<file path="config.mk">
export PLATFORM = sky130hd
export DESIGN_NAME = run_scan_arbiter_flat
export DESIGN_NICKNAME = d
export VERILOG_FILES = /design/src/rtl/run_scan_arbiter_pkg.sv /design/src/rtl/run_scan_arbiter_if.sv /design/src/rtl/run_scan_arbiter_run_det.sv /design/src/rtl/run_scan_arbiter.sv /design/src/flat_wrapper.sv
export SDC_FILE = /design/constraint.sdc
export NUM_CORES = 1
export LEC_CHECK = 0
export ABC_AREA = 1
export CAP_MARGIN = 20
export CORE_MARGIN = 2
export CORE_UTILIZATION = 57
export DETAILED_ROUTE_END_ITERATION = 7
export DONT_BUFFER_PORTS = 1
export PLACE_DENSITY = 0.87
export SETUP_SLACK_MARGIN = 0.15
export SLEW_MARGIN = 30
export SYNTH_ARGS = -nofsm -noshare
export SYNTH_HDL_FRONTEND = slang
export SYNTH_SLANG_ARGS = --single-unit
export TNS_END_PERCENT = 30
</file>
<file path="constraint.sdc">
create_clock -name clk -period 1.5 [get_ports clk]
set_input_delay 0.075 -clock clk [delete_from_list [all_inputs] [get_ports clk]]
set_output_delay 0.075 -clock clk [all_outputs]
set_load 0.1 [all_outputs]
</file>
<file path="src/rtl/run_scan_arbiter_pkg.sv">
// Shared types and default sizing for the run-scan arbiter.
// Imported by the interface, the detector and the top.
package run_scan_arbiter_pkg;

  localparam int DEF_WORD_W  = 16;
  localparam int DEF_RUN_LEN = 4;

  typedef enum logic [1:0] {
    IDLE,
    SHIFT,
    DRAIN,
    REPORT
  } state_t;

endpackage

</file>
<file path="src/rtl/run_scan_arbiter_if.sv">
// Requester/result bundle for the run-scan arbiter.
// master drives requests, slave is the arbiter.
interface run_scan_arbiter_if
  import run_scan_arbiter_pkg::*;
#(
  parameter int WORD_W  = DEF_WORD_W,
  parameter int RUN_LEN = DEF_RUN_LEN
);

  localparam int CW = $clog2(WORD_W - RUN_LEN + 2);
  localparam int IW = $clog2(WORD_W);

  logic [1:0]        req;
  logic [WORD_W-1:0] data0;
  logic [WORD_W-1:0] data1;
  logic [1:0]        gnt;
  logic              busy;
  logic              done;
  logic              done_id;
  logic [CW-1:0]     hit_count;
  logic              hit_any;
  logic [IW-1:0]     first_hit_idx;

  modport master (
    output req,
    output data0,
    output data1,
    input  gnt,
    input  busy,
    input  done,
    input  done_id,
    input  hit_count,
    input  hit_any,
    input  first_hit_idx
  );

  modport slave (
    input  req,
    input  data0,
    input  data1,
    output gnt,
    output busy,
    output done,
    output done_id,
    output hit_count,
    output hit_any,
    output first_hit_idx
  );

endinterface

</file>
<file path="src/rtl/run_scan_arbiter_run_det.sv">
// Serial equal-bit run detector; hit is registered and
// asserts when the last RUN_LEN bits seen were all equal.
module run_det #(
  parameter int RUN_LEN = 4
) (
  input  logic clk,
  input  logic reset,
  input  logic clear,
  input  logic bit_val,
  output logic hit
);

  localparam int RW = $clog2(RUN_LEN + 1);

  logic [RW-1:0] run;
  logic [RW-1:0] run_nx;
  logic          last;

  // Length of the current run, saturating at RUN_LEN.
  always_comb begin
    run_nx = RW'(1);
    if (run != '0 && bit_val == last) begin
      if (run == RW'(RUN_LEN)) run_nx = run;
      else                     run_nx = run + RW'(1);
    end
  end

  // Run state and registered hit; clear restarts detection.
  always_ff @(posedge clk or negedge reset) begin
    if (!reset) begin
      run  <= '0;
      last <= 1'b0;
      hit  <= 1'b0;
    end else if (clear) begin
      run  <= '0;
      last <= 1'b0;
      hit  <= 1'b0;
    end else begin
      run  <= run_nx;
      last <= bit_val;
      hit  <= (run_nx == RW'(RUN_LEN));
    end
  end

endmodule

</file>
<file path="src/rtl/run_scan_arbiter.sv">
// Two-requester round-robin arbiter feeding a serial
// run scanner; reports hit count and first hit index.
module run_scan_arbiter
  import run_scan_arbiter_pkg::*;
#(
  parameter int WORD_W  = DEF_WORD_W,
  parameter int RUN_LEN = DEF_RUN_LEN
) (
  input logic clk,
  input logic reset,
  run_scan_arbiter_if.slave bus
);

  localparam int CW = $clog2(WORD_W - RUN_LEN + 2);
  localparam int IW = $clog2(WORD_W);

  state_t state;
  state_t state_nx;

  logic [1:0]        gnt;
  logic              busy;
  logic              done;
  logic              ptr;
  logic              owner;
  logic [WORD_W-1:0] sr;
  logic [IW-1:0]     cnt;
  logic [IW-1:0]     prev_idx;
  logic              hit;
  logic              det_clr;

  logic [CW-1:0] acc_cnt;
  logic          acc_any;
  logic [IW-1:0] acc_first;
  logic [CW-1:0] cnt_nx;
  logic          any_nx;
  logic [IW-1:0] first_nx;

  logic          res_id;
  logic [CW-1:0] res_cnt;
  logic          res_any;
  logic [IW-1:0] res_first;

  run_det #(
    .RUN_LEN (RUN_LEN)
  ) u_det (
    .clk     (clk),
    .reset   (reset),
    .clear   (det_clr),
    .bit_val (sr[WORD_W-1]),
    .hit     (hit)
  );

  // State register.
  always_ff @(posedge clk or negedge reset) begin
    if (!reset) state <= IDLE;
    else        state <= state_nx;
  end

  // Next-state logic.
  always_comb begin
    state_nx = state;
    unique case (state)
      IDLE:   if (gnt != 2'b00) state_nx = SHIFT;
      SHIFT:  if (cnt == IW'(WORD_W - 1)) state_nx = DRAIN;
      DRAIN:  state_nx = REPORT;
      REPORT: state_nx = IDLE;
      default: state_nx = IDLE;
    endcase
  end

  // Outputs: round-robin grant in IDLE, busy and done.
  always_comb begin
    gnt = 2'b00;
    if (state == IDLE && reset) begin
      unique case (bus.req)
        2'b01:   gnt = 2'b01;
        2'b10:   gnt = 2'b10;
        2'b11:   gnt = ptr ? 2'b10 : 2'b01;
        default: gnt = 2'b00;
      endcase
    end
    busy = (gnt != 2'b00) || (state != IDLE);
    done = (state == REPORT);
  end

  assign det_clr = (gnt != 2'b00);

  // Fold the detector's delayed hit into the accumulators.
  always_comb begin
    cnt_nx   = acc_cnt;
    any_nx   = acc_any;
    first_nx = acc_first;
    if ((state == SHIFT || state == DRAIN) && hit) begin
      cnt_nx = acc_cnt + CW'(1);
      if (!acc_any) begin
        any_nx   = 1'b1;
        first_nx = prev_idx;
      end
    end
  end

  // Job datapath: capture, shift, accumulate, publish.
  always_ff @(posedge clk or negedge reset) begin
    if (!reset) begin
      ptr       <= 1'b0;
      owner     <= 1'b0;
      sr        <= '0;
      cnt       <= '0;
      prev_idx  <= '0;
      acc_cnt   <= '0;
      acc_any   <= 1'b0;
      acc_first <= '0;
      res_id    <= 1'b0;
      res_cnt   <= '0;
      res_any   <= 1'b0;
      res_first <= '0;
    end else begin
      acc_cnt   <= cnt_nx;
      acc_any   <= any_nx;
      acc_first <= first_nx;
      if (gnt != 2'b00) begin
        sr        <= gnt[1] ? bus.data1 : bus.data0;
        owner     <= gnt[1];
        ptr       <= ~gnt[1];
        cnt       <= '0;
        prev_idx  <= '0;
        acc_cnt   <= '0;
        acc_any   <= 1'b0;
        acc_first <= '0;
      end
      if (state == SHIFT) begin
        sr       <= sr << 1;
        cnt      <= cnt + IW'(1);
        prev_idx <= cnt;
      end
      if (state == DRAIN) begin
        res_id    <= owner;
        res_cnt   <= cnt_nx;
        res_any   <= any_nx;
        res_first <= first_nx;
      end
    end
  end

  assign bus.gnt           = gnt;
  assign bus.busy          = busy;
  assign bus.done          = done;
  assign bus.done_id       = res_id;
  assign bus.hit_count     = res_cnt;
  assign bus.hit_any       = res_any;
  assign bus.first_hit_idx = res_first;

endmodule
</file>
<file path="src/flat_wrapper.sv">
// flat-port wrapper written by rule: the top's interface ports become plain ports
module run_scan_arbiter_flat import run_scan_arbiter_pkg::*;
#(
  parameter int WORD_W  = DEF_WORD_W,
  parameter int RUN_LEN = DEF_RUN_LEN
)
  (clk, reset, bus_req, bus_data0, bus_data1, bus_gnt, bus_busy, bus_done, bus_done_id, bus_hit_count, bus_hit_any, bus_first_hit_idx);
  run_scan_arbiter_if #(.WORD_W(WORD_W), .RUN_LEN(RUN_LEN)) bus_i ();
  input logic clk;
  input logic reset;
  input wire logic [$bits(bus_i.req)-1:0] bus_req;
  input wire logic [$bits(bus_i.data0)-1:0] bus_data0;
  input wire logic [$bits(bus_i.data1)-1:0] bus_data1;
  output wire logic [$bits(bus_i.gnt)-1:0] bus_gnt;
  output wire logic [$bits(bus_i.busy)-1:0] bus_busy;
  output wire logic [$bits(bus_i.done)-1:0] bus_done;
  output wire logic [$bits(bus_i.done_id)-1:0] bus_done_id;
  output wire logic [$bits(bus_i.hit_count)-1:0] bus_hit_count;
  output wire logic [$bits(bus_i.hit_any)-1:0] bus_hit_any;
  output wire logic [$bits(bus_i.first_hit_idx)-1:0] bus_first_hit_idx;
  assign bus_i.req = bus_req;
  assign bus_i.data0 = bus_data0;
  assign bus_i.data1 = bus_data1;
  assign bus_gnt = bus_i.gnt;
  assign bus_busy = bus_i.busy;
  assign bus_done = bus_i.done;
  assign bus_done_id = bus_i.done_id;
  assign bus_hit_count = bus_i.hit_count;
  assign bus_hit_any = bus_i.hit_any;
  assign bus_first_hit_idx = bus_i.first_hit_idx;
  run_scan_arbiter #(.WORD_W(WORD_W), .RUN_LEN(RUN_LEN)) u_core (.clk(clk), .reset(reset), .bus(bus_i));
endmodule
</file>
---- Yosys cells after proc, flatten, opt, wreduce, memory -nomap -nowiden ----
Cells that the tools add are included.
word-level totals
  register bits ........................... 52
  logic and storage cells ................. 67
  output and inout bits ................... 14
cells by class
  bitwise operators ....................... 1
  add/sub/neg operators ................... 3
  equality and inequality tests ........... 12
  muxes and demuxes ....................... 24
  reduce and logical (&&, ||, !) cells .... 11
operators with widths
  operator               number
  $mux W16               3
  $mux W4                8
  $mux W3                3
  $add A4 B1 Y4 const B  2
  $eq A2 B2 Y1 const B   4
  $mux W2                4
  $pmux W2 S4            1
  $eq A3 B3 Y1 const B   2
  $pmux W2 S3            1
  $reduce_bool A2 Y1     3
  $eq A2 B1 Y1 const B   2
  $eq A4 B4 Y1 const B   1
  $mux W1                4
  $ne A2 B1 Y1 const B   2
  $add A3 B1 Y3 const B  1
  $logic_and A1 B1 Y1    3
  $reduce_bool A3 Y1     1
  $logic_not A2 Y1       1
  $logic_or A1 B1 Y1     2
  $reduce_and A2 Y1      1
  $eq A1 B1 Y1           1
  $not A1 Y1             1

---- Depth between registers and ports, before layout ----
  depth after elaboration ................. 6
  depth in mapped cells ................... 9
  mapped depth without buffers ............ 9

---- Hierarchy ----
Synthesis repeated with hierarchy kept, for this count alone.
unflattened totals
  cell total of the unflattened synthesis .. 366
  area total of the unflattened synthesis .. 2811.4 µm²
by module, submodules not included
  module            sequential area each (µm²)  cells an instance  times used  area an instance (µm²)
  run_scan_arbiter  1176.1                      332                1           2543.7
  run_det           125.1                       34                 1           267.8

---- Least setup slack after synthesis ----
No wires, ideal clock.
  path kind ............................... reg-to-output
  start point ............................. reg u_core.state[0]
  end point ............................... out bus_gnt[0]
  arrival time ............................ 2322 ps
  cell stages (with the launch flop) ...... 5
  buffers on the path ..................... 0
  slack ................................... -897 ps
  cells stage by stage .................... dfrtp_1 > inv_1 > ha_1 > nand3_1 > a21oi_1
between the ends
  longest elaborated chain between the ends .. 3
RTL lines
  what                    RTL line                source
  start, declared         run_scan_arbiter.sv:17  state_t state;
  start signal, assigned  run_scan_arbiter.sv:56  else state <= state_nx;
  $logic_not A2 Y1        run_scan_arbiter.sv:74  if (state == IDLE && reset) begin
  $logic_and A1 B1 Y1     run_scan_arbiter.sv:74
  $mux W2                 run_scan_arbiter.sv:74
  end, declared           flat_wrapper.sv:14      output wire logic [$bits(bus_i.gnt)-1:0] bus_gnt;
Every way passes these cells.

---- Worst setup path after layout ----
Ends and elaborated chain as after synthesis.

==> reports/qor.yml <==
grt_first_pass_wirelength_mm: 11.6
route.vias.total: 2627
grt_pass1_vias: 2635
clockRootBuffer: "clkbuf_8"
ff2ff_setup_slack_ps: -90
avgViaCountPerCell: 5.36
whs_ps: -5.05
grt-ovfl-total: 0
r2r_start: "u_core.state[0]"
rsz0062_at_grt: "yes"
antenna_cells: 0
nets: 467
start_kind: "flop"
status: "complete, but fails checks"
syn_inst: 368
drt_iter0_drc: 209
pwr-share-seq_pct: 29.3
final-setup-viol-count: 13
track_usage_pct: 27.9
cts_buffer_depth: 2
dpl.hpwl_mm: 3.88
final_common_cell: "nand2_1"
cts-buffers-inserted: 5
core_area_um2: 4720
arrival_ps: 1520
io_buffers: 0
antenna_found_initial: 0
layout-drive-gt1-share_pct: 20.8
min-delay-start: "bus_data0[5]"
mostFrequentLayoutCells: "89 x nand2_1, 67 x inv_1, 52 x dfrtp_1"
area_delta_synth_final_pct: 31.6
worst_pin_slew_ps: 275
power_frac_comb_pct: 57.1
routed_wl_mm: 7.44
core.rowCount: 25
worstHoldPathType: "input pin to flop"
cts_tree: "built"
internal-power_mw: 3.92
min_period_over_period_pct: 106
gp_congestion: 0.872
clk_latency_ps: 310
h-tree-depth: 2
seq_area_frac_synth_pct: 46.3
whs_path_depth: 4
dieArea_um2: 5510
yosys.area.top_type: "dfrtp_1"
endpoint_kind: "output pin"
grt_max_degree: 53
synth_warnings: 0
period_needed_ps: 1590
die_w_um: 74.2
cts_sinks: 52
initial_core_util_pct: 59.5
crit_path_max_fanout: 3
n_fill_cell: 289
maxCapViolCount: 0
relSlewSlack_pct: 81.6
clk_pin_slew_ps: 100
clock.fmax_mhz: 627
synth_top_cell_area_share_pct: 46.3
p_switching_mw: 3.72
hold_viol: 1
worstRegToRegCells: 9
finClkSkew_ps: 8.56
die_h_um: 74.2
peakVddDrop_v: 0.00106
violations: "hold timing, setup timing"
critPathRequiredTime_ps: 1420
setup_ws_ps: -94.8
dr.pass1.iters: 5
ys_top_cells_by_area: "dfrtp_1 46%, nand2_1 12%, inv_1 9.5%"
power.density_nw_per_um2: 2070
synth_fp_nets: 413
p_clk_share_pct: 13.5
syn_area_um2: 2810
ant_nets: 0
p_sw_share_pct: 48.7
p_leak_nw: 2.01
critPathLaunch: "u_core.state[0]"
tns_ps: -841
slew_viol_final: 0
synth_seq_cells: 52
synth_cell_types: 26
power_mw: 7.65
wire_per_inst_um: 15.2
path_class: "flop to output pin"
avgSynthCellArea_um2: 7.63
remaining_drc_errors: 0
num_io_pins: 50
==> what timing repair did <==
action                     4_1_cts  5_1_grt
cloned                           1        0
hold endpoints to repair        66        0
hold buffers                    19        0
buffers inserted                 9        4
gates resized for setup         28       12
setup endpoints to repair       42       54
pin swaps                       13        3
==> per-layer routing <==
metal	GRT usage [%]	wire length (um)	vias to the layer above
met3	6.23	436	26
met4	10.9	206	0
met1	32.1	2830	1245
li1	-	-	1234
met2	50.6	3970	122
met5	0	0	-
==> worst max-delay path: stages, from the launching register on <==
cell and delay (ps):
dfrtp_1 410, inv_2 90, ha_4 180, nand3_4 90, buf_6 130, a21oi_4 130, buf_12 190
==> power by group through the flow <==
stage	combinational [mW]	sequential, mW	clock [mW]
global placement	3.62	2.22	0
CTS	4.13	2.21	1.03
global route	4.70	2.30	1.09
finish	4.37	2.24	1.03
detailed placement	3.72	2.25	0
floorplan	2.09	2.95	0
==> registers in the layout (all words and copies together), names as in the netlist <==
signal                    flops
u_core.bus.hit_count          4
u_core.prev_idx               4
u_core.acc_any                1
u_core.u_det.last             1
u_core.ptr                    1
u_core.state                  2
u_core.sr                    16
u_core.u_det.run              3
u_core.cnt                    4
u_core.bus.done_id            1
u_core.owner                  1
u_core.bus.hit_any            1
u_core.bus.first_hit_idx      4
u_core.acc_cnt                4
u_core.u_det.hit              1
u_core.acc_first              4
==> area by class of cell <==
type / instances / area [um2] / share of cell area [%]
repair buffers: 56 / 572 / 15.5
flip-flops and latches: 52 / 1300 / 35.2
clock inverters: 2 / 38.8 / 1.05
multi-input cells: 233 / 1330 / 36.0
clock buffers: 6 / 82.6 / 2.23
inverters: 74 / 287 / 7.75
well taps: 67 / 83.8 / 2.27
==> synth_stat cells (all sizes together) <==
cell and count:
o21bai 1, a31oi 1, xor2 1, or2 3, nand3 29, nand3b 17, nor2 44, o21ai 19
clkbuf 2, o22ai 5, ha 9, a21oi 5, dfrtp 52, nand2 96, nand4 1, buf 8
inv 74, nor3 1
==> per-stage QoR <==
step,cell area [um2],instances,util (%),worst slack (ps)
after floorplan,2870,368,-,-218
after global placement,3140,449,66.6,73.8
after detailed placement,3140,449,66.6,4.10
after CTS,3630,486,76.9,-62.1
after global routing,3700,490,78.3,-168
final,3700,490,78.3,-94.8
==> kinds of logic (layout without fill, tap and decap cells) <==
group,Yosys count,after routing,share of synthesized area [%]
flip-flops,52,52,46.3
buffers and inverters,84,138,12.0
AND/OR/NAND/NOR,191,192,31.4
adder cells (fa/ha/maj),9,9,4.01
XOR/XNOR,1,1,0.312
AO/OA/AOI/OAI,31,31,6.01
==> final timing paths <==
path	to
worst max-delay path	bus_gnt[0]
worst min-delay path	u_core.sr[5]
worst max register to register	u_core.sr[1]
worst min register to register	u_core.bus.hit_count[3]
max in group asynchronous	u_core.cnt[1]
min in group asynchronous	u_core.bus.first_hit_idx[2]
(Power assumes the default switching activity.)
